<file path="src/rtl/l1_cache_dm_if.sv">
// CPU-side request/response and next-level line-transfer signals of the L1 cache.
// The master modport is the environment (CPU plus memory). The slave modport is the cache.
interface l1_cache_dm_if;
  logic         mem_read;
  logic         mem_write;
  logic [1:0]   mem_byte_enable;
  logic [15:0]  mem_address;
  logic [15:0]  mem_wdata;
  logic [15:0]  mem_rdata;
  logic         mem_resp;
  logic         pmem_read;
  logic         pmem_write;
  logic [15:0]  pmem_address;
  logic [127:0] pmem_wdata;
  logic [127:0] pmem_rdata;
  logic         pmem_resp;

  modport master (
    output mem_read, mem_write, mem_byte_enable, mem_address, mem_wdata,
    input  mem_rdata, mem_resp,
    input  pmem_read, pmem_write, pmem_address, pmem_wdata,
    output pmem_rdata, pmem_resp
  );

  modport slave (
    input  mem_read, mem_write, mem_byte_enable, mem_address, mem_wdata,
    output mem_rdata, mem_resp,
    output pmem_read, pmem_write, pmem_address, pmem_wdata,
    input  pmem_rdata, pmem_resp
  );
endinterface

</file>
<file path="src/rtl/l1_cache_dm.sv">
// Direct-mapped write-back L1 cache: 8 sets of 128-bit lines, 16-bit byte address.
// Hits complete in the request cycle. A miss runs an optional writeback, then a fill, then replays as a hit.
module l1_cache_dm (
  input  logic          clk,
  input  logic          reset_n,
  l1_cache_dm_if.slave  bus
);
  typedef enum logic [1:0] {
    IDLE      = 2'd0,
    WRITEBACK = 2'd1,
    FILL      = 2'd2
  } state_e;

  state_e       state_q, state_d;
  logic [7:0]   valid_q, valid_d;
  logic [7:0]   dirty_q, dirty_d;
  logic [8:0]   tag_q  [8];
  logic [127:0] data_q [8];

  logic [2:0]   idx_s;
  logic [2:0]   wsel_s;
  logic [8:0]   tag_s;
  logic [6:0]   boff_s;
  logic         hit_s;
  logic         req_s;
  logic         line_we_s;
  logic         tag_we_s;
  logic [127:0] cur_line_s;
  logic [127:0] merged_s;
  logic [127:0] line_d;
  logic [15:0]  cur_word_s;
  logic         addr_unused_s;

  assign idx_s         = bus.mem_address[6:4];
  assign wsel_s        = bus.mem_address[3:1];
  assign tag_s         = bus.mem_address[15:7];
  assign boff_s        = {wsel_s, 4'b0000};
  assign addr_unused_s = bus.mem_address[0];
  assign cur_line_s    = data_q[idx_s];
  assign cur_word_s    = cur_line_s[boff_s +: 16];
  assign hit_s         = valid_q[idx_s] && (tag_q[idx_s] == tag_s);
  assign req_s         = bus.mem_read | bus.mem_write;
  assign bus.mem_rdata = cur_word_s;

  // Byte-enable merge of the write data into the selected word of the indexed line.
  always_comb begin
    merged_s = cur_line_s;
    merged_s[boff_s +: 16] = {
      bus.mem_byte_enable[1] ? bus.mem_wdata[15:8] : cur_word_s[15:8],
      bus.mem_byte_enable[0] ? bus.mem_wdata[7:0]  : cur_word_s[7:0]
    };
  end

  // Next-state, bus outputs and storage update controls.
  always_comb begin
    state_d          = state_q;
    valid_d          = valid_q;
    dirty_d          = dirty_q;
    line_d           = cur_line_s;
    line_we_s        = 1'b0;
    tag_we_s         = 1'b0;
    bus.mem_resp     = 1'b0;
    bus.pmem_read    = 1'b0;
    bus.pmem_write   = 1'b0;
    bus.pmem_address = 16'h0000;
    bus.pmem_wdata   = 128'h0;
    case (state_q)
      IDLE: begin
        if (req_s) begin
          if (hit_s) begin
            bus.mem_resp = 1'b1;
            // A simultaneous read and write request is serviced as a write.
            if (bus.mem_write) begin
              line_d          = merged_s;
              line_we_s       = 1'b1;
              dirty_d[idx_s]  = 1'b1;
            end else begin
              line_we_s = 1'b0;
            end
          end else if (valid_q[idx_s] && dirty_q[idx_s]) begin
            state_d = WRITEBACK;
          end else begin
            state_d = FILL;
          end
        end else begin
          state_d = IDLE;
        end
      end
      WRITEBACK: begin
        bus.pmem_write   = 1'b1;
        bus.pmem_address = {tag_q[idx_s], idx_s, 4'b0000};
        bus.pmem_wdata   = cur_line_s;
        if (bus.pmem_resp) begin
          state_d = FILL;
        end else begin
          state_d = WRITEBACK;
        end
      end
      FILL: begin
        bus.pmem_read    = 1'b1;
        bus.pmem_address = {bus.mem_address[15:4], 4'b0000};
        if (bus.pmem_resp) begin
          line_d          = bus.pmem_rdata;
          line_we_s       = 1'b1;
          tag_we_s        = 1'b1;
          valid_d[idx_s]  = 1'b1;
          dirty_d[idx_s]  = 1'b0;
          state_d         = IDLE;
        end else begin
          state_d = FILL;
        end
      end
      default: begin
        state_d = IDLE;
      end
    endcase
  end

  // Control state: FSM and per-set valid/dirty bits, cleared by reset.
  always_ff @(posedge clk) begin
    if (!reset_n) begin
      state_q <= IDLE;
      valid_q <= 8'h00;
      dirty_q <= 8'h00;
    end else begin
      state_q <= state_d;
      valid_q <= valid_d;
      dirty_q <= dirty_d;
    end
  end

  // Tag and data arrays. They are not reset because the valid bits qualify them.
  always_ff @(posedge clk) begin
    if (line_we_s) begin
      data_q[idx_s] <= line_d;
    end
    if (tag_we_s) begin
      tag_q[idx_s] <= tag_s;
    end
  end
endmodule
</file>
<file path="src/flat_wrapper.sv">
// flat-port wrapper written by rule: the top's interface ports become plain ports
module l1_cache_dm_flat 
  (clk, reset_n, bus_mem_read, bus_mem_write, bus_mem_byte_enable, bus_mem_address, bus_mem_wdata, bus_mem_rdata, bus_mem_resp, bus_pmem_read, bus_pmem_write, bus_pmem_address, bus_pmem_wdata, bus_pmem_rdata, bus_pmem_resp);
  l1_cache_dm_if bus_i ();
  input  logic clk;
  input  logic reset_n;
  input wire logic [$bits(bus_i.mem_read)-1:0] bus_mem_read;
  input wire logic [$bits(bus_i.mem_write)-1:0] bus_mem_write;
  input wire logic [$bits(bus_i.mem_byte_enable)-1:0] bus_mem_byte_enable;
  input wire logic [$bits(bus_i.mem_address)-1:0] bus_mem_address;
  input wire logic [$bits(bus_i.mem_wdata)-1:0] bus_mem_wdata;
  output wire logic [$bits(bus_i.mem_rdata)-1:0] bus_mem_rdata;
  output wire logic [$bits(bus_i.mem_resp)-1:0] bus_mem_resp;
  output wire logic [$bits(bus_i.pmem_read)-1:0] bus_pmem_read;
  output wire logic [$bits(bus_i.pmem_write)-1:0] bus_pmem_write;
  output wire logic [$bits(bus_i.pmem_address)-1:0] bus_pmem_address;
  output wire logic [$bits(bus_i.pmem_wdata)-1:0] bus_pmem_wdata;
  input wire logic [$bits(bus_i.pmem_rdata)-1:0] bus_pmem_rdata;
  input wire logic [$bits(bus_i.pmem_resp)-1:0] bus_pmem_resp;
  assign bus_i.mem_read = bus_mem_read;
  assign bus_i.mem_write = bus_mem_write;
  assign bus_i.mem_byte_enable = bus_mem_byte_enable;
  assign bus_i.mem_address = bus_mem_address;
  assign bus_i.mem_wdata = bus_mem_wdata;
  assign bus_mem_rdata = bus_i.mem_rdata;
  assign bus_mem_resp = bus_i.mem_resp;
  assign bus_pmem_read = bus_i.pmem_read;
  assign bus_pmem_write = bus_i.pmem_write;
  assign bus_pmem_address = bus_i.pmem_address;
  assign bus_pmem_wdata = bus_i.pmem_wdata;
  assign bus_i.pmem_rdata = bus_pmem_rdata;
  assign bus_i.pmem_resp = bus_pmem_resp;
  l1_cache_dm u_core (.clk(clk), .reset_n(reset_n), .bus(bus_i));
endmodule
</file>
<file path="config.mk">
export PLATFORM = sky130hd
export DESIGN_NAME = l1_cache_dm_flat
export DESIGN_NICKNAME = d
export VERILOG_FILES = /design/src/rtl/l1_cache_dm_if.sv /design/src/rtl/l1_cache_dm.sv /design/src/flat_wrapper.sv
export SDC_FILE = /design/constraint.sdc
export NUM_CORES = 1
export LEC_CHECK = 0
export ABC_CLOCK_PERIOD_IN_PS = 23300
export CORE_ASPECT_RATIO = 1.25
export CORE_MARGIN = 2
export CORE_UTILIZATION = 30
export CTS_CLUSTER_SIZE = 25
export DETAILED_ROUTE_END_ITERATION = 6
export PLACE_DENSITY = 0.47
export SETUP_SLACK_MARGIN = 0.02
export SLEW_MARGIN = 5
export SYNTH_ARGS = -nofsm -noshare
export SYNTH_HDL_FRONTEND = slang
export SYNTH_SLANG_ARGS = --single-unit
export TNS_END_PERCENT = 1
</file>
<file path="constraint.sdc">
create_clock -name clk -period 23.3 [get_ports clk]
set_input_delay 4.66 -clock clk [delete_from_list [all_inputs] [get_ports clk]]
set_output_delay 4.66 -clock clk [all_outputs]
set_load 0.05 [all_outputs]
</file>
==> flow_summary.json <==
{
  "pin_count": 330,
  "yosysWarnings": 0,
  "synth.area.top_cells": "edfxtp_1, mux2_2, mux2i_1, a221oi_1, nand2_1",
  "finalCriticalPeriod_ns": 14.92,
  "yosysMostFrequentCell": "edfxtp_1",
  "num_vias": 34460,
  "drt_iter0_markers": 4984,
  "ir_drop_uv": 57.87,
  "drtAntennaViolNets": 0,
  "track_usage_pct": 24.98,
  "max_cap_violations": 0,
  "area_growth_pct": 20.21,
  "arrival_ns": 10.26,
  "postLayoutSetupSlackWorst_ns": 8.379,
  "end_kind": "output port",
  "power_leakage_uw": 0.01871,
  "hp-start": "u_core.valid_q[1]",
  "place_hpwl_um": 135400,
  "finalHoldViolCount": 0,
  "core_um2": 161200,
  "worst_pin_slew_ns": 1.317,
  "status": "complete, no violations",
  "grt_pass1_wl_um": 283700,
  "synth_edf_count": 1096,
  "cts_resized": 0,
  "hold_class": "reg2reg",
  "rows": 165,
  "synthTopCellsByCount": "edfxtp_1, nand2_1, nor2_1",
  "timing.rr.start": "u_core.tag_q[6][0]",
  "synth.distinct_cells": 93,
  "cts_buffers": 118,
  "crit_path_start_kind": "primary input",
  "power.density_nw_per_um2": 79.30,
  "drc": 0,
  "yosysSeqAreaShare_pct": 68.60,
  "htree_levels": 3,
  "cpPeakStageDelay_ns": 0.90,
  "instances_no_fill": 5910,
  "syn_avg_cell_area_um2": 14.81,
  "cts_tree": "done",
  "cp_cell_sequence": "buf_8 > buf_4 > nor2b_2 > buf_4 > a221oi_1 > xnor2_1 > and4_1 > nand2_1 > nor2_1 > clkdlybuf4s50_1",
  "wire_per_inst_um": 35.80,
  "syn_area_um2": 48500,
  "max_freq_mhz": 67.02,
  "die_x_um": 363.6,
  "critPathKind": "in2out",
  "clock_latency_ns": 0.75,
  "grt_pass1_vias": 32850,
  "critPathSlowestCell": "clkdlybuf4s50_1",
  "skew_ns": 0.03252,
  "yosys.area.top_type_share_pct": 67.86,
  "place_congestion": 0.8590,
  "dr.pass1.iters": 7,
  "crit_top_cell": "buf_4",
  "clock_path_buffers": 3,
  "critical_path.startpoint": "bus_mem_address[6]",
  "syn-instance-count": 3275,
  "setup_tns_ns": 0,
  "critPathTopFamily": "buffers and inverters",
  "routed_wl_um": 211600,
  "place.port_buffers": 324,
  "cp_num_buf_inv": 4,
  "die_area_um2": 164900,
  "setup_viol": 0,
  "cts_setup_buffers": 0,
  "ys_async_sr_fraction_pct": 0,
  "layout-drive-gt1-share_pct": 16.07,
  "initial_core_util_pct": 30.08,
  "synthFlopType": "edfxtp_1",
  "cts_sinks": 1114,
  "cp.required_ns": 18.64,
  "multi_input_area_um2": 14140,
  "dp.cells": 5685,
  "dieHeight_um": 453.5,
  "cp_max_fo": 78,
  "grt_max_degree": 111,
  "finalCritPeriodShare_pct": 64.04,
  "cts_hold_buf": 0,
  "num-fill-cells": 15570,
  "vias_per_cell": 5.831,
  "synth_area_leader_cell": "edfxtp_1",
  "utilization_pct": 36.16,
  "rsz0062_at_grt": "no",
  "antenna_found_initial": 11,
  "nets": 3807,
  "grt_overflow": 0,
  "cts.clk_slew.worst_paths_ns": 0.06,
  "root_buffer": "clkbuf_16",
  "regArea_um2": 33270,
  "place_ws_ns": 8.393,
  "slew_headroom_pct": 11.55,
  "ys_ff_latch": 1114,
  "maxSlewViolCount": 0
}
==> sequential cells by signal (all words and copies together), names as in the netlist, named ones only <==
name / cells
u_core.data_q: 1024
u_core.tag_q: 72
u_core.state_q: 2
u_core.valid_q: 8
==> stage by stage <==
stage	instance area [µm²]	hold slack (ns)	power [µW]
2_1_floorplan	48510	0.4400	2600
3_3_place_gp	54760	0.4464	2882
3_5_place_dp	54760	0.4552	2885
4_1_cts	58290	0.4677	4626
5_1_grt	58290	0.4760	4724
6_report	58300	0.4635	4623
==> power breakdown <==
part | switching (µW) | leakage [µW] | internal, µW
Combinational | 421 | 0.00697 | 156
Sequential | 4.56 | 0.0100 | 2280
Clock | 799 | 0.00173 | 966
Total | 1220 | 0.0187 | 3400
==> final timing paths <==
kind                               end  slack, ns  depth (start not counted)
setup / recovery          bus_mem_resp       8.38                         10
hold / removal       u_core.valid_q[1]       0.46                          1
hold reg to reg      u_core.valid_q[1]       0.46                          1
setup reg to reg  u_core.data_q[7][74]      17.18                         11
==> logic make-up (layout without fill, tap and decap cells) <==
family / after synthesis / count (layout) / share of synthesized area [%]
fa+ha+maj: 6 / 6 / 0.1548
simple gates: 640 / 640 / 6.287
compound gates: 858 / 858 / 13.32
xor+xnor: 6 / 6 / 0.1083
mux: 370 / 370 / 8.794
buf+inv: 280 / 736 / 2.727
flops: 1114 / 1114 / 68.60
other cells: 1 / 9 / 0.007732
==> layout by cell type, fill, tap and decap left out, types with 53 or more instances in the layout <==
cell	synthesis	final
nand2_1	210	209
o21ai_0	157	155
a22oi_1	87	87
nor2_1	190	178
a221o_1	65	65
a221oi_1	92	92
edfxtp_1	1096	1096
o221ai_1	65	65
mux2i_1	177	176
clkbuf_16	0	121
mux2_2	162	162
buf_4	38	161
a21oi_1	65	61
and2_1	56	53
clkdlybuf4s50_1	0	319
==> per-layer routing <==
layer | GRT usage [%] | share of wire, %
met2 | 38.17 | 44
met5 | 0 | 0.022
met3 | 5.770 | 10
met4 | 9.317 | 3.8
met1 | 34.50 | 42
==> layout make-up <==
cell class                 count  share of cell area, %
sequential                  1114                  57.07
inverter                      28                 0.1889
clock inverter                70                 0.6824
antenna                        5                0.02146
tap                         2171                  4.659
multi-input combinational   1884                  24.25
timing repair buffer         488                  7.756
clock buffer                 150                  5.380
Note: power is estimated with default switching activity, not from simulation.
